## src/rtl/instruction_fetch_unit.sv

```systemverilog
// Fetch stage: issues sequential word fetches, buffers in-order memory responses,
// and discards responses belonging to a fetch stream killed by a redirect.
module instruction_fetch_unit #(
    parameter logic [31:0] RESET_PC   = 32'h0040_0000,
    parameter int          FIFO_DEPTH = 2
) (
    input  logic        clk,
    input  logic        reset,
    // Both ports use valid/ready: a transfer happens on a rising edge where valid
    // and ready are both high. Request valid never waits on ready. Responses carry
    // no ready; they arrive in request order and are always accepted.
    output logic        imem_req_valid_o,
    input  logic        imem_req_ready_i,
    output logic [31:0] imem_addr_o,
    input  logic        imem_resp_valid_i,
    input  logic [31:0] imem_resp_data_i,
    input  logic        redirect_i,
    input  logic [31:0] redirect_pc_i,
    output logic        inst_valid_o,
    input  logic        inst_ready_i,
    output logic [31:0] inst_o,
    output logic [31:0] pc_o,
    output logic [31:0] pc_plus4_o,
    output logic [6:0]  opcode_o,
    output logic        misalign_o,
    output logic        state_o
);
    localparam int          PW      = $clog2(FIFO_DEPTH);
    localparam int          CW      = PW + 1;
    localparam logic [CW:0] CREDITS = (CW + 1)'(FIFO_DEPTH);
    localparam logic [0:0]  ST_RUN  = 1'b0;
    localparam logic [0:0]  ST_HALT = 1'b1;
    localparam logic [31:0] NOP     = 32'h0000_0013;

    logic [0:0]    state;
    logic [31:0]   fetch_pc;
    logic [31:0]   resp_pc;
    logic [CW-1:0] count;
    logic [CW-1:0] outstanding;
    logic [CW-1:0] outstanding_next;
    logic [CW-1:0] drop;
    logic [PW-1:0] wr_ptr;
    logic [PW-1:0] rd_ptr;
    logic [31:0]   inst_mem [FIFO_DEPTH];
    logic [31:0]   pc_mem   [FIFO_DEPTH];
    logic          req_fire;
    logic          resp_seen;
    logic          push;
    logic          pop;

    assign req_fire  = imem_req_valid_o && imem_req_ready_i;
    assign resp_seen = imem_resp_valid_i && (outstanding != '0);
    assign push      = resp_seen && (drop == '0) && !redirect_i;
    assign pop       = inst_valid_o && inst_ready_i && !redirect_i;

    // Buffered plus in-flight never exceeds the FIFO size, so a push always has room.
    assign imem_req_valid_o = !reset && (state == ST_RUN) && !redirect_i
                              && (({1'b0, count} + {1'b0, outstanding}) < CREDITS);
    assign imem_addr_o      = fetch_pc;

    always_comb begin
        outstanding_next = outstanding;
        if (req_fire)  outstanding_next = outstanding_next + CW'(1);
        if (resp_seen) outstanding_next = outstanding_next - CW'(1);
    end

    always_ff @(posedge clk or posedge reset) begin
        if (reset) begin
            state       <= ST_RUN;
            fetch_pc    <= RESET_PC;
            resp_pc     <= RESET_PC;
            count       <= '0;
            outstanding <= '0;
            drop        <= '0;
            wr_ptr      <= '0;
            rd_ptr      <= '0;
        end else begin
            outstanding <= outstanding_next;
            if (redirect_i) begin
                // Everything still in flight belongs to the dead stream.
                fetch_pc <= redirect_pc_i;
                resp_pc  <= redirect_pc_i;
                drop     <= outstanding_next;
                count    <= '0;
                wr_ptr   <= '0;
                rd_ptr   <= '0;
                state    <= (redirect_pc_i[1:0] != 2'b00) ? ST_HALT : ST_RUN;
            end else begin
                if (req_fire) fetch_pc <= fetch_pc + 32'd4;
                if (resp_seen && (drop != '0)) drop <= drop - CW'(1);
                if (push) begin
                    wr_ptr  <= wr_ptr + PW'(1);
                    resp_pc <= resp_pc + 32'd4;
                end
                if (pop) rd_ptr <= rd_ptr + PW'(1);
                if (push && !pop)      count <= count + CW'(1);
                else if (pop && !push) count <= count - CW'(1);
            end
        end
    end

    always_ff @(posedge clk) begin
        if (push) begin
            inst_mem[wr_ptr] <= imem_resp_data_i;
            pc_mem[wr_ptr]   <= resp_pc;
        end
    end

    assign inst_valid_o = (count != '0);
    assign inst_o       = inst_valid_o ? inst_mem[rd_ptr] : NOP;
    assign pc_o         = inst_valid_o ? pc_mem[rd_ptr] : 32'h0;
    assign pc_plus4_o   = pc_o + 32'd4;
    assign opcode_o     = inst_o[6:0];
    assign misalign_o   = (state == ST_HALT);
    assign state_o      = state;
endmodule

```

## config.mk

```make
export PLATFORM = sky130hd
export DESIGN_NAME = instruction_fetch_unit
export DESIGN_NICKNAME = d
export VERILOG_FILES = /design/src/rtl/instruction_fetch_unit.sv
export SDC_FILE = /design/constraint.sdc
export NUM_CORES = 1
export LEC_CHECK = 0
export ABC_AREA = 1
export CORE_MARGIN = 2
export CORE_UTILIZATION = 25
export CTS_CLUSTER_SIZE = 28
export DETAILED_ROUTE_END_ITERATION = 8
export PLACE_DENSITY = 0.42
export SKIP_LAST_GASP = 1
export SLEW_MARGIN = 20
export SYNTH_ARGS = -nofsm -noshare
export SYNTH_HDL_FRONTEND = slang
export SYNTH_SLANG_ARGS = --single-unit
```

## constraint.sdc

```tcl
create_clock -name clk -period 6.21 [get_ports clk]
set_clock_uncertainty 0.15 [all_clocks]
set_input_delay 0.621 -clock clk [delete_from_list [all_inputs] [get_ports clk]]
set_output_delay 0.621 -clock clk [all_outputs]
set_load 0.02 [all_outputs]
```

==> metrics.yaml, run 1 <==
worst_setup_path:
  worst_path_max_delay_cell: "clkdlybuf4s50_1"
  startpoint: "count[0]"
  critPathArrivalTime_ps: 3860
  critPathCaptureType: "output pin"
  cp_cell_sequence: "nor2_4 -> buf_4 -> inv_6 -> nand3_2 -> inv_1 -> ha_1 -> nand3_1 -> nor2_4 -> nand2_2 -> nor2_4 -> xor2_1 -> clkdlybuf4s50_1"
  reg2reg_from: "outstanding[0]"
  crit_type: "reg2out"
  max_stage_delay_ps: 620
  crit_required_ps: 5440
  cp_max_fo: 61
  crit_top_cell: "nor2_4"
  start_kind: "flip-flop"
synth:
  netlist_instances: 1355
  netlist_area_um2: 11000
  synth_top_area_cell: "edfxtp_1"
  ys_seq_elements: 201
  syn_nets: 1431
  yosysUniqueCellTypes: 41
  async_flop_share: 0.363
  synth_top_area_frac: 0.349
  synth_edf_count: 128
  ys_top_cells_by_count: "nand2_1 (493), inv_1 (149), nor2_1 (129)"
  synth-main-ff-cell: "edfxtp_1"
  yosysWarnings: 0
  syn_avg_cell_area_um2: 8.13
  netlist_top_cells_area: "edfxtp_1 (35%), nand2_1 (17%), dfrtp_1 (16%)"
  synth_most_common_cell: "nand2_1"
  synth-seq-area-share: 0.515
global_route:
  overflow: 0
  antenna_found_initial: 0
  grt_usage: 0.153
  grt_start_max_net_pins: 64
  grt_pass1_vias: 9253
  grt_pass1_wl_um: 55300
detailed_routing:
  ant_nets: 0
  post-route-drc-count: 0
  avgViaCountPerCell: 4.36
  num_vias: 9404
  postRouteWirelength_um: 35600
  dr.pass1.iters: 5
  drtIter0Drc: 613
  avgRoutedWirePerCell_um: 16.5
timing:
  rsz0062_at_grt: "no"
  final_hold_viol_count: 0
  tightest_slew_ps: 914
  fin_crit_sh: 0.745
  post-route-min-period_ps: 4630
  slew_headroom: 0.389
  tns_ps: 0
  setup_violations: 0
  fmaxAchievable_mhz: 216
  drv_slew: 0
die:
  fp.coreArea_um2: 43300
  rows: 76
  die_h_um: 214
  pin_count: 209
  start_util: 0.255
  fp.dieArea_um2: 45800
  die_w_um: 214
min_path:
  holdCritStartpoint: "imem_addr_o[0]"
  hold_path_class: "reg2reg"
placed_design:
  placed_cells: 2109
  post_dp_cell_area_um2: 13600
  place.gp.congestion: 0.845
  hpwl_um: 26300
  port_buffers: 208
power_and_ir_drop:
  ir_drop_uv: 176
  p_leak_uw: 0.00602
  p_per_area_nw_per_um2: 392
layout:
  antennaDiodeCount: 0
  drive_gt1_frac: 0.0675
  nets: 1628
  fin_area_um2: 14500
  stdcell_count: 2156
  syn2layout_area_growth_pct: 31.4
  fin_util: 0.335
clock_network:
  cts_tree: "yes"
  cts_buffers: 25
  clockRootBuffer: "clkbuf_16"
  cts_buffer_depth: 3
  postCtsSetupBuffers: 0
  ctsResizeCount: 0
  clk_pin_slew_ps: 60
  htree_levels: 1
  clock-sinks: 201
  clk_latency_ps: 530
  hold_buffers: 0
status:
  status: "finished, final reports clean"
run:
  cap_violations: 0
==> metrics by stage <==
stage / total power (µW) / worst slack [ps] / hold WS [ps]
3_3_place_gp: 4220 / 2180 / 305
2_1_floorplan: 3210 / 1670 / 292
5_1_grt: 6010 / 1280 / 357
3_5_place_dp: 4220 / 2060 / 310
6_report: 5680 / 1580 / 322
4_1_cts: 5750 / 1490 / 327
==> worst paths after layout <==
path	end	slack, ps	depth (start not counted)
worst max register to register	pc_mem[1][27]	3070	9
worst max-delay path	pc_plus4_o[12]	1580	12
worst min register to register	imem_addr_o[0]	320	2
worst min-delay path	imem_addr_o[0]	320	2
min in group asynchronous	resp_pc[0]	460	2
max in group asynchronous	rd_ptr	4320	3
==> logic make-up (layout without fill, tap and decap cells) <==
group           Yosys count  in the layout  share of synthesized area
compound gates          107            107                     0.0555
xor+xnor                 28             28                     0.0223
fa+ha+maj                 6              6                    0.00750
buf+inv                 206            422                     0.0833
flops                   201            201                      0.515
simple gates            807            807                      0.316
==> worst max-delay path, delay by kind of cell (launching register included) <==
kind          cells  cell delay, ps
simple gates      6             920
fa+ha+maj         1             250
buf+inv           4            1480
flops             1             450
xor+xnor          1             170
==> where the power goes <==
group | switching (µW) | internal (µW)
combinational | 1470 | 924
sequential | 177 | 1590
clock | 603 | 907
==> placed cells by master, fill, tap and decap left out, types with 6 or more instances in the layout <==
cell type	count
nand2_2	7
o21ai_0	29
nand3_4	6
dfrtp_1	70
nand2_1	493
a21oi_1	46
clkdlybuf4s50_1	207
inv_1	148
nand4_1	15
nor2_1	127
nand3_1	109
clkbuf_16	25
nor3_1	15
edfxtp_1	128
clkinv_2	6
buf_4	11
xor2_1	24
o211ai_1	16
nor2_2	8
nor2_4	11
==> per-layer routing <==
metal | track usage | share of wire | up-vias
li1 | - | - | 4759
met1 | 0.221 | 0.49 | 4361
met2 | 0.237 | 0.44 | 229
met3 | 0.0237 | 0.044 | 55
met4 | 0.0420 | 0.027 | 0
met5 | 0 | 0 | -
==> sequential cells by signal, indices dropped and copies added, names as in the netlist <==
name / cells
misalign_o: 1
imem_addr_o: 32
count: 2
outstanding: 2
pc_mem: 64
drop: 2
resp_pc: 32
wr_ptr: 1
inst_mem: 64
rd_ptr: 1
==> cell type report <==
type / count / area, µm²
fillers: 4539 / 28800
flip-flops and latches: 201 / 5670
multi-input cells: 948 / 4440
repair buffers: 220 / 2190
well taps: 585 / 732
clock buffers: 26 / 629
inverters: 156 / 596
clock inverters: 20 / 219
No activity file was read; power rests on OpenSTA's default activity.
==> inputs of run 2 (changes only) <==
==> constraint.sdc (replaced) <==
create_clock -name clk -period 4.7 [get_ports clk]
set_clock_uncertainty 0.15 [all_clocks]
set_input_delay 0.47 -clock clk [delete_from_list [all_inputs] [get_ports clk]]
set_output_delay 0.47 -clock clk [all_outputs]
set_load 0.02 [all_outputs]
==> run 2 against run 1 <==
Compared with the run above: routed wire length is 1.8% lower; sequential share of layout area is 0.081 points higher; register-to-register slack worse by 1400 ps; highest routed layer unchanged; critical path type unchanged.
==> metrics.yaml, run 2 (synthesized netlist as in run 1, its figures left out) <==
status:
  status: "finished, final reports clean"
run:
  cap_violations: 0  # unchanged
global_route:
  grt_usage: 0.151  # -0.00198
  overflow: 0  # unchanged
  grt_start_max_net_pins: 65  # +1.6%
  grt_pass1_wl_um: 54400  # -1.6%
  grt_pass1_vias: 9123  # -1.4%
  antenna_found_initial: 0  # unchanged
clock_network:
  cts_tree: "yes"
  cts_buffer_depth: 3  # unchanged
  hold_buffers: 0  # unchanged
  clk_latency_ps: 530  # about the same
  ctsResizeCount: 0  # unchanged
  clockRootBuffer: "clkbuf_16"
  clk_pin_slew_ps: 50  # about the same
  cts_buffers: 25  # unchanged
  postCtsSetupBuffers: 0  # unchanged
  htree_levels: 1  # unchanged
  clock-sinks: 201  # unchanged
worst_setup_path:
  reg2reg_from: "count[0]"
  rr_worst_depth: 9  # unchanged
  r2r-end: "imem_addr_o[8]"
  start_kind: "flip-flop"
  rrSetupSlack_ps: 1650  # -1420 ps
  critPathArrivalTime_ps: 3560  # -300 ps
  cp_max_fo: 37  # -39%
  startpoint: "rd_ptr"
  crit_required_ps: 4080  # -1360 ps
  crit_type: "reg2out"
  critPathCaptureType: "output pin"
power_and_ir_drop:
  p_comb_frac: 0.424  # +0.002
  intPower_uw: 4540  # +32%
  ir_drop_uv: 265  # +51%
  p_leak_uw: 0.00599  # -0.50%
  p_switching_uw: 2900  # +29%
  share_seq_of_total_power: 0.315  # +0.003
  p_clk_frac: 0.262  # -0.004
  power_switching_share: 0.390  # -0.00630
  p_per_area_nw_per_um2: 515  # +31%
die:
  fp.dieArea_um2: 45800  # unchanged
  die_h_um: 214  # unchanged
  die_w_um: 214  # unchanged
  start_util: 0.255  # unchanged
  rows: 76  # unchanged
  pin_count: 209  # unchanged
  fp.coreArea_um2: 43300  # unchanged
timing:
  drv_slew: 0  # unchanged
  final_hold_viol_count: 0  # unchanged
  rsz0062_at_grt: "no"
  tns_ps: 0  # unchanged
  fin_crit_sh: 0.889
  tightest_slew_ps: 876  # -37.4 ps
  setup_violations: 0  # unchanged
  fmaxAchievable_mhz: 239
  slew_headroom: 0.416  # +0.0264
  post-route-min-period_ps: 4180
layout:
  final_cell_mix: "nand2_1 (493), clkdlybuf4s50_1 (207), inv_1 (148)"
  syn2layout_area_growth_pct: 31.2
  reg.largest.list: "inst_mem (64), pc_mem (64)"
  antennaDiodeCount: 0  # unchanged
  fin_util: 0.334  # -0.000694
  nets: 1628  # unchanged
  layout_commonest_cell: "nand2_1"
  drive_gt1_frac: 0.0611  # -0.00633
detailed_routing:
  num_vias: 9293  # -1.2%
  postRouteWirelength_um: 35000  # -1.8%
  post-route-drc-count: 0  # unchanged
  drtIter0Drc: 579  # -5.5%
  ant_nets: 0  # unchanged
  avgRoutedWirePerCell_um: 16.2  # -1.8%
  avgViaCountPerCell: 4.31  # -1.1%
  dr.pass1.iters: 5  # unchanged
placed_design:
  place.gp.congestion: 0.869  # +2.8%
  port_buffers: 208  # unchanged
  hpwl_um: 26000  # -1.2%
min_path:
  hold_path_class: "in2async"
run 2: how the worst max path moves through the flow:
stage                     endpoint  slack (ps)  cells after the start
floorplan           inst_mem[0][0]         210                      7
global placement    pc_plus4_o[28]        1020                     13
detailed placement  pc_plus4_o[28]         950                     13
CTS                 pc_plus4_o[28]         390                     13
global route        pc_plus4_o[28]         170                     13
finish              pc_plus4_o[28]         520                     13
run 2: power groups by stage:
| stage | clock, µW | sequential [µW] | combinational [µW] |
|---|---|---|---|
| after floorplan | 0 | 2310 | 1930 |
| after global placement | 0 | 2370 | 3200 |
| after detailed placement | 0 | 2370 | 3200 |
| after CTS | 2000 | 2340 | 3210 |
| after global routing | 2070 | 2380 | 3440 |
| final | 1950 | 2340 | 3150 |
run 2: worst max-delay path, stage by stage (launching register included):
cell and delay [ps]:
dfrtp_2 660, inv_6 370, nand2_1 90, nand2_1 100, nand2_1 60, inv_1 80, ha_1 240, nand3_1 140
nor2_4 190, nand2_2 140, nor2_4 170, nand3_1 100, nand2_1 90, clkdlybuf4s50_1 600
run 2: layer usage:
layer,GRT usage,wire length (µm),vias up
met2,0.240,15600,219
met5,0,0,-
met1,0.214,17000,4274
met4,0.0291,593,0
met3,0.0294,1760,36
li1,-,-,4764
run 2: through the flow:
step	cell area [µm²]	worst slack (ps)	instances	power [µW]	hold WS (ps)
detailed placement	13600	945	2110	5570	316
finish	14400	524	2155	7440	326
floorplan	11000	207	1355	4240	292
CTS	14400	385	2155	7550	327
global route	14400	167	2155	7890	340
global placement	13600	1020	2110	5570	305
run 2: layout make-up:
type | instances | area [µm²]
Fill cell | 4599 | 28800
Sequential cell | 201 | 5670
Multi-Input combinational cell | 948 | 4440
Timing Repair Buffer | 220 | 2190
Tap cell | 585 | 732
Clock buffer | 37 | 671
Inverter | 156 | 596
Clock inverter | 8 | 143
==> inputs of run 3 (changes only) <==
--- a/config.mk
+++ b/config.mk
@@ -16,3 +16,4 @@
 export SYNTH_ARGS = -nofsm -noshare
 export SYNTH_HDL_FRONTEND = slang
 export SYNTH_SLANG_ARGS = --single-unit
+export TNS_END_PERCENT = 20
==> results of run 3 <==
Same layout as run 2: the final DEF is identical, and so are final timing and power.
